`src/rtl/cache_pkg.sv`:
```
// Shared definitions for the direct-mapped data cache.
// Geometry: 8 lines of 4-byte blocks addressed by an 8-bit byte address
// split as {tag[2:0], index[2:0], offset[1:0]}.
package cache_pkg;
  localparam int CACHE_LINES = 8;
  localparam int BLOCK_BYTES = 4;
  localparam int TAG_W       = 3;
  localparam int INDEX_W     = 3;
  localparam int OFFSET_W    = 2;
  localparam int BLOCK_W     = BLOCK_BYTES * 8;

  typedef enum logic [1:0] {
    IDLE      = 2'd0,
    WRITEBACK = 2'd1,
    FETCH     = 2'd2
  } state_e;
endpackage

```
`src/rtl/cache_line_array.sv`:
```
// Line storage for the data cache: valid, dirty, tag and block data per line.
// Ports:
//   clk, rst_n        - clock, synchronous active-low clear of valid/dirty
//   rd_index          - combinational read index
//   rd_valid/dirty/tag/data - contents of the indexed line
//   bw_en/index/offset/data - byte write (store hit), sets dirty
//   fill_en/index/tag/data  - block fill from memory, sets valid, clears dirty
module cache_line_array
  import cache_pkg::*;
(
  input  logic                clk,
  input  logic                rst_n,
  input  logic [INDEX_W-1:0]  rd_index,
  output logic                rd_valid,
  output logic                rd_dirty,
  output logic [TAG_W-1:0]    rd_tag,
  output logic [BLOCK_W-1:0]  rd_data,
  input  logic                bw_en,
  input  logic [INDEX_W-1:0]  bw_index,
  input  logic [OFFSET_W-1:0] bw_offset,
  input  logic [7:0]          bw_data,
  input  logic                fill_en,
  input  logic [INDEX_W-1:0]  fill_index,
  input  logic [TAG_W-1:0]    fill_tag,
  input  logic [BLOCK_W-1:0]  fill_data
);
  logic [CACHE_LINES-1:0]              valid_q, valid_d;
  logic [CACHE_LINES-1:0]              dirty_q, dirty_d;
  logic [CACHE_LINES-1:0][TAG_W-1:0]   tag_q,   tag_d;
  logic [CACHE_LINES-1:0][BLOCK_W-1:0] data_q,  data_d;

  assign rd_valid = valid_q[rd_index];
  assign rd_dirty = dirty_q[rd_index];
  assign rd_tag   = tag_q[rd_index];
  assign rd_data  = data_q[rd_index];

  always_comb begin
    valid_d = valid_q;
    dirty_d = dirty_q;
    tag_d   = tag_q;
    data_d  = data_q;
    if (fill_en) begin
      valid_d[fill_index] = 1'b1;
      dirty_d[fill_index] = 1'b0;
      tag_d[fill_index]   = fill_tag;
      data_d[fill_index]  = fill_data;
    end
    // Applied after the fill so a store never gets lost to a same-cycle fill.
    if (bw_en) begin
      dirty_d[bw_index] = 1'b1;
      data_d[bw_index][{bw_offset, 3'b000} +: 8] = bw_data;
    end
  end

  // Reset only clears the bookkeeping bits; tag/data are don't-care when
  // invalid, and holding them means a reset mid-fill updates nothing.
  always_ff @(posedge clk) begin
    if (!rst_n) begin
      valid_q <= '0;
      dirty_q <= '0;
    end else begin
      valid_q <= valid_d;
      dirty_q <= dirty_d;
      tag_q   <= tag_d;
      data_q  <= data_d;
    end
  end
endmodule

```
`src/rtl/data_cache.sv`:
```
// Direct-mapped, write-back, write-allocate 8-bit data cache.
// Ports:
//   CLK, RESET (sync, active low)
//   CPU side : READ, WRITE, ADDRESS, WRITEDATA -> READDATA, BUSYWAIT
//   Mem side : MEM_READ, MEM_WRITE, MEM_ADDRESS, MEM_WRITEDATA -> block
//              transfer; MEM_READDATA, MEM_BUSYWAIT <- memory response
module data_cache
  import cache_pkg::*;
(
  input  logic                        CLK,
  input  logic                        RESET,
  input  logic                        READ,
  input  logic                        WRITE,
  input  logic [7:0]                  ADDRESS,
  input  logic [7:0]                  WRITEDATA,
  output logic [7:0]                  READDATA,
  output logic                        BUSYWAIT,
  output logic                        MEM_READ,
  output logic                        MEM_WRITE,
  output logic [TAG_W+INDEX_W-1:0]    MEM_ADDRESS,
  output logic [BLOCK_W-1:0]          MEM_WRITEDATA,
  input  logic [BLOCK_W-1:0]          MEM_READDATA,
  input  logic                        MEM_BUSYWAIT
);
  state_e state_q, state_d;

  logic [TAG_W-1:0]    addr_tag;
  logic [INDEX_W-1:0]  addr_index;
  logic [OFFSET_W-1:0] addr_offset;
  logic                line_valid, line_dirty;
  logic [TAG_W-1:0]    line_tag;
  logic [BLOCK_W-1:0]  line_data;
  logic                req, hit;
  logic                bw_en, fill_en;

  assign addr_tag    = ADDRESS[7:5];
  assign addr_index  = ADDRESS[4:2];
  assign addr_offset = ADDRESS[1:0];

  cache_line_array u_lines (
    .clk        (CLK),
    .rst_n      (RESET),
    .rd_index   (addr_index),
    .rd_valid   (line_valid),
    .rd_dirty   (line_dirty),
    .rd_tag     (line_tag),
    .rd_data    (line_data),
    .bw_en      (bw_en),
    .bw_index   (addr_index),
    .bw_offset  (addr_offset),
    .bw_data    (WRITEDATA),
    .fill_en    (fill_en),
    .fill_index (addr_index),
    .fill_tag   (addr_tag),
    .fill_data  (MEM_READDATA)
  );

  assign req      = READ | WRITE;
  assign hit      = line_valid && (line_tag == addr_tag);
  assign BUSYWAIT = req & ~((state_q == IDLE) & hit);
  assign READDATA = READ ? line_data[{addr_offset, 3'b000} +: 8] : 8'h00;
  // Only meaningful during WRITEBACK; the victim is simply the indexed line.
  assign MEM_WRITEDATA = line_data;

  always_comb begin
    state_d     = state_q;
    MEM_READ    = 1'b0;
    MEM_WRITE   = 1'b0;
    MEM_ADDRESS = {addr_tag, addr_index};
    bw_en       = 1'b0;
    fill_en     = 1'b0;
    unique case (state_q)
      IDLE: begin
        if (req) begin
          if (hit) bw_en = WRITE;  // READ&WRITE together behaves as a store
          else if (line_valid && line_dirty) state_d = WRITEBACK;
          else state_d = FETCH;
        end
      end
      WRITEBACK: begin
        MEM_WRITE   = 1'b1;
        MEM_ADDRESS = {line_tag, addr_index};
        if (!MEM_BUSYWAIT) state_d = FETCH;
      end
      FETCH: begin
        MEM_READ = 1'b1;
        if (!MEM_BUSYWAIT) begin
          fill_en = 1'b1;
          state_d = IDLE;
        end
      end
      default: state_d = IDLE;
    endcase
  end

  always_ff @(posedge CLK) begin
    if (!RESET) state_q <= IDLE;
    else        state_q <= state_d;
  end
endmodule

```
`config.mk`:
```
export PLATFORM = sky130hd
export DESIGN_NAME = data_cache
export DESIGN_NICKNAME = d
export VERILOG_FILES = /design/src/rtl/cache_pkg.sv /design/src/rtl/cache_line_array.sv /design/src/rtl/data_cache.sv
export SDC_FILE = /design/constraint.sdc
export NUM_CORES = 1
export LEC_CHECK = 0
export BUFFER_PORTS_ARGS = -buffer_cell sky130_fd_sc_hd__buf_4
export CORE_MARGIN = 3
export CORE_UTILIZATION = 65
export CTS_CLUSTER_DIAMETER = 40
export DETAILED_ROUTE_END_ITERATION = 6
export MAX_ROUTING_LAYER = met4
export PLACE_DENSITY = 0.84
export SKIP_CTS_REPAIR_TIMING = 1
export SKIP_LAST_GASP = 1
export SYNTH_ARGS = -nofsm -noshare
export SYNTH_HDL_FRONTEND = slang
export SYNTH_HIERARCHICAL = 1
export SYNTH_SLANG_ARGS = --single-unit
```
`constraint.sdc`:
```
create_clock -name CLK -period 6.15 [get_ports CLK]
set_input_delay 1.23 -clock CLK [delete_from_list [all_inputs] [get_ports CLK]]
set_output_delay 1.23 -clock CLK [all_outputs]
set_load 0.005 [all_outputs]
```
==> flow_metrics.py, run 1 <==
metrics = {
    "clocking": {
        "cts_htree_levels": 2,
        "clk_pin_slew_ns": 0.05,
        "cts_buffers": 44,
        "cts_tree": "done",
        "insertion_delay_ns": 0.55,
        "cts.sinks": 298,
        "cts_root_buffer": "clkbuf_16",
        "cts_buffer_depth": 3,
    },
    "synthesis": {
        "yosysUniqueCellTypes": 45,
        "ys.flop_type": "edfxtp_1",
        "synth_area_um2": 17970,
        "yosysTopAreaCell": "edfxtp_1",
        "synth-edff-count": 280,
        "postSynthCellCount": 1202,
        "async_reset_ff_frac": 0,
        "seq_area_frac_synth": 0.4880,
        "synth-seq-cells": 298,
        "synth_top_area_share": 0.4680,
        "synth.avg_cell_area_um2": 14.95,
        "synth_fp_nets": 1260,
        "synth_warnings": 6,
        "netlist_top_cells_area": "edfxtp_1, mux2i_1, mux4_2, mux2_2, dfxtp_1",
    },
    "timing": {
        "final_max_slew_viol_count": 0,
        "fmax_mhz": 193.8,
        "post-route-period-util": 0.8389,
        "hold_viol": 0,
        "finalSetupViolCount": 0,
        "clock_skew_ns": 0.02157,
        "worst_slew_pin_slew_ns": 1.316,
        "min_period_ns": 5.159,
        "rsz0062_at_grt": "false",
        "finalSetupTns_ns": 0,
        "relSlewSlack": 0.1228,
    },
    "route": {
        "detail_route.vias_per_cell": 6.994,
        "num_vias": 11519,
        "routedWlPerCell_um": 29.71,
        "routed_wirelength_um": 48930,
        "drc": 0,
        "drtAntennaViolNets": 0,
        "drt_iter0_drc": 1375,
        "drt_first_pass_iters": 6,
    },
    "worst_setup_path": {
        "r2r_end": "u_lines/data_q[50]",
        "r2r_cells": 8,
        "path_max_fanout": 58,
        "path_class": "input port to output pin",
        "critPathArrivalTime_ns": 3.93,
        "end_kind": "output pin",
        "reg2reg_slack_ns": 2.50,
        "reg2reg_from": "u_lines/tag_q[20]",
        "crit_required_ns": 4.92,
        "startpoint": "ADDRESS[2]",
        "cp-start-kind": "input port",
    },
    "hold_path": {
        "whs_path_depth": 2,
        "hp-start": "u_lines/valid_q[5]",
        "holdPathEnd": "u_lines/valid_q[5]",
        "worstHoldPathType": "register to register",
    },
    "layout": {
        "syn_to_final_growth_pct": 12.99,
        "final_cells": 1647,
        "utilization": 0.7512,
        "final_common_cell": "mux2i_1",
        "fin_nets": 1328,
        "layout_common_cells": "mux2i_1, edfxtp_1, buf_4",
        "layout-drive-gt1-share": 0.2802,
        "antenna_cells": 0,
    },
    "floorplan": {
        "start_util": 0.6648,
        "dieArea_um2": 29670,
        "core_um2": 27030,
        "io_pins": 102,
        "core.rowCount": 60,
        "die_x_um": 172.3,
        "die_h_um": 172.3,
    },
    "global_route": {
        "first_global_vias": 11700,
        "grt.total_usage": 0.3378,
        "grt-ovfl-total": 0,
        "antenna_found_initial": 0,
        "grt_pass1_wl_um": 72730,
        "grt_start_max_net_pins": 110,
    },
    "placed_design": {
        "place_congestion": 0.8355,
        "placed_cells": 1565,
        "portBuffers": 101,
        "place_hpwl_um": 29430,
    },
    "job": {
        "drv_cap": 0,
    },
    "power": {
        "irDropWorstVdd_mv": 0.2353,
        "leakage_nw": 7.126,
        "power_density_nw_per_um2": 277.5,
    },
    "status": {
        "status": "finished, final reports clean",
    },
}
[metrics by stage]
stage	instance area [um^2]	setup WS (ns)	hold WS (ns)	power (mW)
after floorplan	17970	1.938	0.4223	2.804
after global placement	18780	0.9685	0.4304	3.049
after detailed placement	18780	0.8581	0.4418	3.070
after CTS	20300	0.9480	0.4494	5.636
after global routing	20300	0.8473	0.4648	5.769
final	20300	0.9910	0.4509	5.633
[registers in the layout (all words and copies together) (netlist names)]
register         cells
state_q              2
u_lines/data_q     256
u_lines/dirty_q      8
u_lines/tag_q       24
u_lines/valid_q      8
[cells by family after synthesis]
logic type / after synthesis / share of synthesized area
mux: 634 / 0.4131
flops: 298 / 0.4880
simple gates: 139 / 0.05543
buf+inv: 109 / 0.03315
compound gates: 14 / 0.005363
fa+ha+maj: 5 / 0.003482
xor+xnor: 3 / 0.001463
[how the worst max path moves through the flow]
stage,endpoint,slack (ns),cells past startpoint
3_3_place_gp,READDATA[1],0.97,7
4_1_cts,READDATA[1],0.95,7
6_report,READDATA[0],0.99,7
3_5_place_dp,u_lines/data_q[246],0.86,9
5_1_grt,READDATA[0],0.85,7
2_1_floorplan,READDATA[0],1.94,6
[synthesized netlist by cell type, types with 5 or more instances]
master and count:
buf_1 9, nand2b_1 9, nand2_1 35, mux2i_1 512, buf_2 25, dfxtp_1 18, nor2_4 29, mux2_2 37
a21oi_1 7, buf_4 19, clkbuf_1 34, edfxtp_1 280, ha_1 5, nor2_1 20, mux4_2 82, buf_6 11
inv_1 10, and2_1 13
[power by group]
group,total [mW],switching [mW],internal [mW],leakage (nW)
sequential,2.41,0.0585,2.36,2.87
clock,2.59,1.02,1.57,0.725
combinational,0.633,0.344,0.289,3.53
total,5.63,1.42,4.22,7.13
[area by class of cell]
class                      count  area (um^2)
multi-input combinational    795         8616
inverter                      10        37.54
tap                          341        426.7
timing repair buffer         121        932.1
clock buffer                  48         1126
fill                        1708         6725
clock inverter                34        394.1
sequential                   298         8768
[routing by layer]
| layer | up-vias | GRT usage | wire (um) |
|---|---|---|---|
| met5 | - | - | 0 |
| met4 | 0 | 0.1027 | 1510 |
| met3 | 121 | 0.05373 | 4324 |
| met2 | 655 | 0.5341 | 23730 |
| met1 | 5886 | 0.4584 | 19360 |
| li1 | 4857 | - | - |
[critical path, stage by stage]
cell    delay [ns]
buf_6         0.60
buf_12        0.35
mux4_2        0.54
mux2_2        0.33
mux4_2        0.47
and2_1        0.21
buf_4         0.15
No activity file was read; power rests on OpenSTA's default activity.
==> inputs of run 2 (changes only) <==
--- a/config.mk
+++ b/config.mk
@@ -7,11 +7,11 @@
 export LEC_CHECK = 0
 export BUFFER_PORTS_ARGS = -buffer_cell sky130_fd_sc_hd__buf_4
 export CORE_MARGIN = 3
-export CORE_UTILIZATION = 65
+export CORE_UTILIZATION = 56
 export CTS_CLUSTER_DIAMETER = 40
 export DETAILED_ROUTE_END_ITERATION = 6
 export MAX_ROUTING_LAYER = met4
-export PLACE_DENSITY = 0.84
+export PLACE_DENSITY = 0.77
 export SKIP_CTS_REPAIR_TIMING = 1
 export SKIP_LAST_GASP = 1
 export SYNTH_ARGS = -nofsm -noshare
==> constraint.sdc (replaced) <==
create_clock -name CLK -period 4.6 [get_ports CLK]
set_input_delay 0.92 -clock CLK [delete_from_list [all_inputs] [get_ports CLK]]
set_output_delay 0.92 -clock CLK [all_outputs]
set_load 0.005 [all_outputs]
==> flow_metrics.py, run 2 (synthesis gave the netlist of run 1 again) <==
metrics = {
    "floorplan": {
        "core.rowCount": 64,
        "io_pins": 102,
        "dieArea_um2": 34270,
        "core_um2": 31070,
        "start_util": 0.5783,
        "die_h_um": 185.1,
        "die_x_um": 185.1,
    },
    "clocking": {
        "clk_pin_slew_ns": 0.05,
        "cts_root_buffer": "clkbuf_16",
        "cts_buffers": 47,
        "cts.sinks": 298,
        "insertion_delay_ns": 0.54,
        "cts_tree": "done",
        "cts_buffer_depth": 3,
        "cts_htree_levels": 2,
    },
    "placed_design": {
        "portBuffers": 101,
        "place_congestion": 0.8720,
        "placed_cells": 1632,
        "place_hpwl_um": 31230,
    },
    "hold_path": {
        "worstHoldPathType": "register to register",
        "whs_path_depth": 2,
    },
    "power": {
        "leakage_nw": 7.209,
        "irDropWorstVdd_mv": 0.2613,
        "power_density_nw_per_um2": 363.3,
    },
    "route": {
        "drc": 0,
        "drtAntennaViolNets": 0,
        "num_vias": 11487,
        "detail_route.vias_per_cell": 6.694,
        "drt_iter0_drc": 1157,
        "routedWlPerCell_um": 29.37,
        "drt_first_pass_iters": 5,
        "routed_wirelength_um": 50410,
    },
    "timing": {
        "final_max_slew_viol_count": 0,
        "hold_ws_ns": 0.4499,
        "fmax_mhz": 233.3,
        "relSlewSlack": 0.2977,
        "hold_viol": 0,
        "clock_skew_ns": 0.01626,
        "finalSetupTns_ns": 0,
        "post-route-period-util": 0.9319,
        "min_period_ns": 4.287,
        "rsz0062_at_grt": "false",
        "worst_slew_pin_slew_ns": 1.053,
        "finalSetupViolCount": 0,
    },
    "layout": {
        "layout-drive-gt1-share": 0.2881,
        "top_register": "u_lines/data_q",
        "largest_register_ffs": 256,
        "syn_to_final_growth_pct": 14.08,
        "final_common_cell": "mux2i_1",
        "fillCellCount": 2225,
        "utilization": 0.6597,
        "fin_nets": 1343,
        "layout_common_cells": "mux2i_1, edfxtp_1, buf_4",
        "final_cells": 1716,
        "reg_top3": "u_lines/data_q: 256 flops, u_lines/tag_q: 24 flops",
    },
    "worst_setup_path": {
        "critPathSlowestCell": "mux4_2",
        "critPathArrivalTime_ns": 3.37,
        "crit_required_ns": 3.68,
        "end_kind": "output pin",
        "slowest_delay_ns": 0.55,
        "r2r_cells": 9,
        "crit_chain": "buf_6 > buf_4 > mux4_2 > mux2_2 > mux4_2 > and2_1 > buf_4",
        "cp-start-kind": "input port",
        "path_max_fanout": 28,
        "path_class": "input port to output pin",
    },
    "global_route": {
        "antenna_found_initial": 1,
        "grt.total_usage": 0.3036,
        "first_global_vias": 11753,
        "grt_start_max_net_pins": 108,
        "grt_pass1_wl_um": 75350,
        "grt-ovfl-total": 0,
    },
    "job": {
        "drv_cap": 0,
    },
    "status": {
        "status": "finished, final reports clean",
    },
}
-- run 2: cell type report --
type / count / area, um^2 / share of cell area
multi-input combinational: 795 / 8610 / 0.4200
sequential: 298 / 8768 / 0.4278
timing repair buffer: 133 / 1097 / 0.05353
clock inverter: 33 / 299.0 / 0.01459
tap: 396 / 495.5 / 0.02417
clock buffer: 50 / 1187 / 0.05793
antenna: 1 / 2.502 / 0.0001221
inverter: 10 / 37.54 / 0.001831
-- run 2: metrics by stage --
step / area (um^2) / worst slack [ns] / total power [mW]
6_report: 20500 / 0.3133 / 7.447
5_1_grt: 20500 / 0.2003 / 7.679
4_1_cts: 20490 / 0.2852 / 7.480
3_5_place_dp: 19010 / 0.2869 / 4.126
3_3_place_gp: 19010 / 0.2964 / 4.105
2_1_floorplan: 17970 / 0.7637 / 3.749
-- run 2: worst paths after layout --
| kind | start | end | slack (ns) |
|---|---|---|---|
| hold / removal | u_lines/valid_q[6] | u_lines/valid_q[6] | 0.45 |
| setup reg to reg | u_lines/tag_q[11] | u_lines/data_q[134] | 1.27 |
| hold reg to reg | u_lines/valid_q[6] | u_lines/valid_q[6] | 0.45 |
| setup / recovery | ADDRESS[2] | READDATA[0] | 0.31 |
-- run 2: worst max-delay path, delay by kind of cell --
family / cells / cell delay (ns)
muxes: 3 / 1.43
buffers and inverters: 3 / 0.82
and+or+nand+nor: 1 / 0.18
-- run 2: layer usage --
| metal | track usage | routed length, um | vias to the layer above |
|---|---|---|---|
| li1 | - | - | 4889 |
| met1 | 0.4050 | 20490 | 5911 |
| met2 | 0.4660 | 23800 | 588 |
| met3 | 0.07011 | 4467 | 99 |
| met4 | 0.09874 | 1652 | 0 |
| met5 | - | 0 | - |
-- run 2: power by group --
group | switching, mW | internal (mW) | total, mW
Clock | 1.34 | 2.02 | 3.36
Sequential | 0.0782 | 3.15 | 3.23
Combinational | 0.467 | 0.395 | 0.862
==> inputs of run 3 (changes only) <==
--- a/config.mk
+++ b/config.mk
@@ -7,13 +7,11 @@
 export LEC_CHECK = 0
 export BUFFER_PORTS_ARGS = -buffer_cell sky130_fd_sc_hd__buf_4
 export CORE_MARGIN = 3
-export CORE_UTILIZATION = 56
+export CORE_UTILIZATION = 31
 export CTS_CLUSTER_DIAMETER = 40
 export DETAILED_ROUTE_END_ITERATION = 6
 export MAX_ROUTING_LAYER = met4
-export PLACE_DENSITY = 0.77
 export SKIP_CTS_REPAIR_TIMING = 1
-export SKIP_LAST_GASP = 1
 export SYNTH_ARGS = -nofsm -noshare
 export SYNTH_HDL_FRONTEND = slang
 export SYNTH_HIERARCHICAL = 1
==> flow_metrics.py, run 3 (synthesis gave the netlist of run 1 again) <==
metrics = {
    "status": {
        "status": "finished, final reports clean",
    },
    "route": {
        "routed_wirelength_um": 55230,
        "drc": 0,
        "drtAntennaViolNets": 0,
        "num_vias": 11361,
        "detail_route.vias_per_cell": 5.426,
        "drt_iter0_drc": 1054,
        "routedWlPerCell_um": 26.38,
        "drt_first_pass_iters": 5,
    },
    "layout": {
        "top_register": "u_lines/data_q",
        "reg_top3": "u_lines/data_q: 256 flops, u_lines/tag_q: 24 flops",
        "largest_register_ffs": 256,
        "layout-drive-gt1-share": 0.2952,
        "syn_to_final_growth_pct": 18.71,
        "final_cells": 2094,
        "antenna_cells": 0,
        "seq_area_um2": 8768,
        "fillCellCount": 5339,
        "multi_input_area_um2": 8610,
        "fin_nets": 1350,
        "final_common_cell": "mux2i_1",
        "layout_common_cells": "mux2i_1, edfxtp_1, buf_4",
    },
    "power": {
        "clkPwrFrac": 0.503,
        "leakage_nw": 7.410,
        "irDropWorstVdd_mv": 0.2421,
        "sw_frac_of_total": 0.2500,
        "intPower_mw": 6.197,
        "netSwitchingPower_mw": 2.065,
        "power_density_nw_per_um2": 387.4,
        "seq_power_share": 0.390,
        "combPwrFrac": 0.107,
    },
    "hold_path": {
        "worstHoldPathType": "register to register",
        "whs_path_depth": 2,
    },
    "worst_setup_path": {
        "path_class": "input port to output pin",
        "crit_required_ns": 3.68,
        "slowest_delay_ns": 0.54,
        "crit_chain": "buf_6 > buf_4 > mux4_2 > mux2_2 > mux4_2 > and2_1 > buf_4",
        "path_max_fanout": 31,
        "critPathArrivalTime_ns": 3.49,
        "critPathSlowestCell": "mux4_2",
        "cp-start-kind": "input port",
        "r2r_cells": 9,
        "end_kind": "output pin",
    },
    "clocking": {
        "insertion_delay_ns": 0.59,
        "cts_htree_levels": 2,
        "cts_tree": "done",
        "clk_pin_slew_ns": 0.05,
        "cts_root_buffer": "clkbuf_16",
        "cts_buffers": 55,
        "cts_buffer_depth": 3,
        "cts.sinks": 298,
    },
    "timing": {
        "post-route-period-util": 0.9589,
        "rsz0062_at_grt": "false",
        "fmax_mhz": 226.7,
        "final_max_slew_viol_count": 0,
        "finalSetupViolCount": 0,
        "hold_viol": 0,
        "layout_setup_ws_ns": 0.1889,
        "finalSetupTns_ns": 0,
        "relSlewSlack": 0.2759,
        "worst_slew_pin_slew_ns": 1.086,
        "min_period_ns": 4.411,
        "clock_skew_ns": 0.02316,
        "hold_ws_ns": 0.4493,
    },
    "floorplan": {
        "io_pins": 102,
        "start_util": 0.3162,
        "core_um2": 56820,
        "die_x_um": 246.7,
        "die_h_um": 246.7,
        "core.rowCount": 87,
        "dieArea_um2": 60880,
    },
    "placed_design": {
        "dp_slack_ns": 0.07959,
        "portBuffers": 101,
        "place_hpwl_um": 34560,
        "placed_cells": 1991,
        "place_congestion": 0.7784,
    },
    "global_route": {
        "grt_pass1_wl_um": 81770,
        "met2_usage": 0.2744,
        "grt_start_max_net_pins": 144,
        "grt-ovfl-total": 0,
        "antenna_found_initial": 0,
        "met3_usage": 0.05118,
        "first_global_vias": 11806,
        "grt.total_usage": 0.1860,
        "busiest_layer": "met2",
        "grt_util_met1": 0.2539,
    },
    "job": {
        "drv_cap": 0,
    },
}
-- run 3: worst max-delay path, delay by kind of cell --
kind	cells	cell delay [ns]
mux	3	1.39
buf+inv	3	0.92
simple gates	1	0.23
-- run 3: path summary, 6_finish.rpt --
check	endpoint	slack (ns)	start
max	READDATA[6]	0.19	ADDRESS[2]
min	u_lines/valid_q[7]	0.45	u_lines/valid_q[7]
max reg2reg	u_lines/data_q[178]	1.21	u_lines/tag_q[2]
min reg2reg	u_lines/valid_q[7]	0.45	u_lines/valid_q[7]
-- run 3: routing by layer --
metal	vias to the layer above	routed length, um
li1	4930	-
met1	5896	24890
met2	460	24820
met3	75	4432
met4	0	1098
met5	-	0
-- run 3: through the flow --
stage | power [mW] | cell area, um^2 | utilization
3_5_place_dp | 4.152 | 19440 | 0.3421
6_report | 8.262 | 21330 | 0.3754
2_1_floorplan | 3.749 | 17970 | -
4_1_cts | 8.326 | 21330 | 0.3754
5_1_grt | 8.557 | 21330 | 0.3754
3_3_place_gp | 4.134 | 19440 | 0.3421
-- run 3: area by class of cell --
cell class                 count  area share
clock buffer                  62     0.06676
clock inverter                41     0.02188
inverter                      10    0.001760
multi-input combinational    795      0.4036
sequential                   298      0.4111
tap                          756     0.04435
timing repair buffer         132     0.05051
-- run 3: power by group through the flow --
| stage | clock network, mW | logic [mW] | registers, mW |
|---|---|---|---|
| 3_3_place_gp | 0 | 0.864 | 3.27 |
| 6_report | 4.16 | 0.881 | 3.23 |
| 5_1_grt | 4.37 | 0.945 | 3.24 |
| 3_5_place_dp | 0 | 0.879 | 3.27 |
| 2_1_floorplan | 0 | 0.504 | 3.25 |
| 4_1_cts | 4.22 | 0.881 | 3.22 |
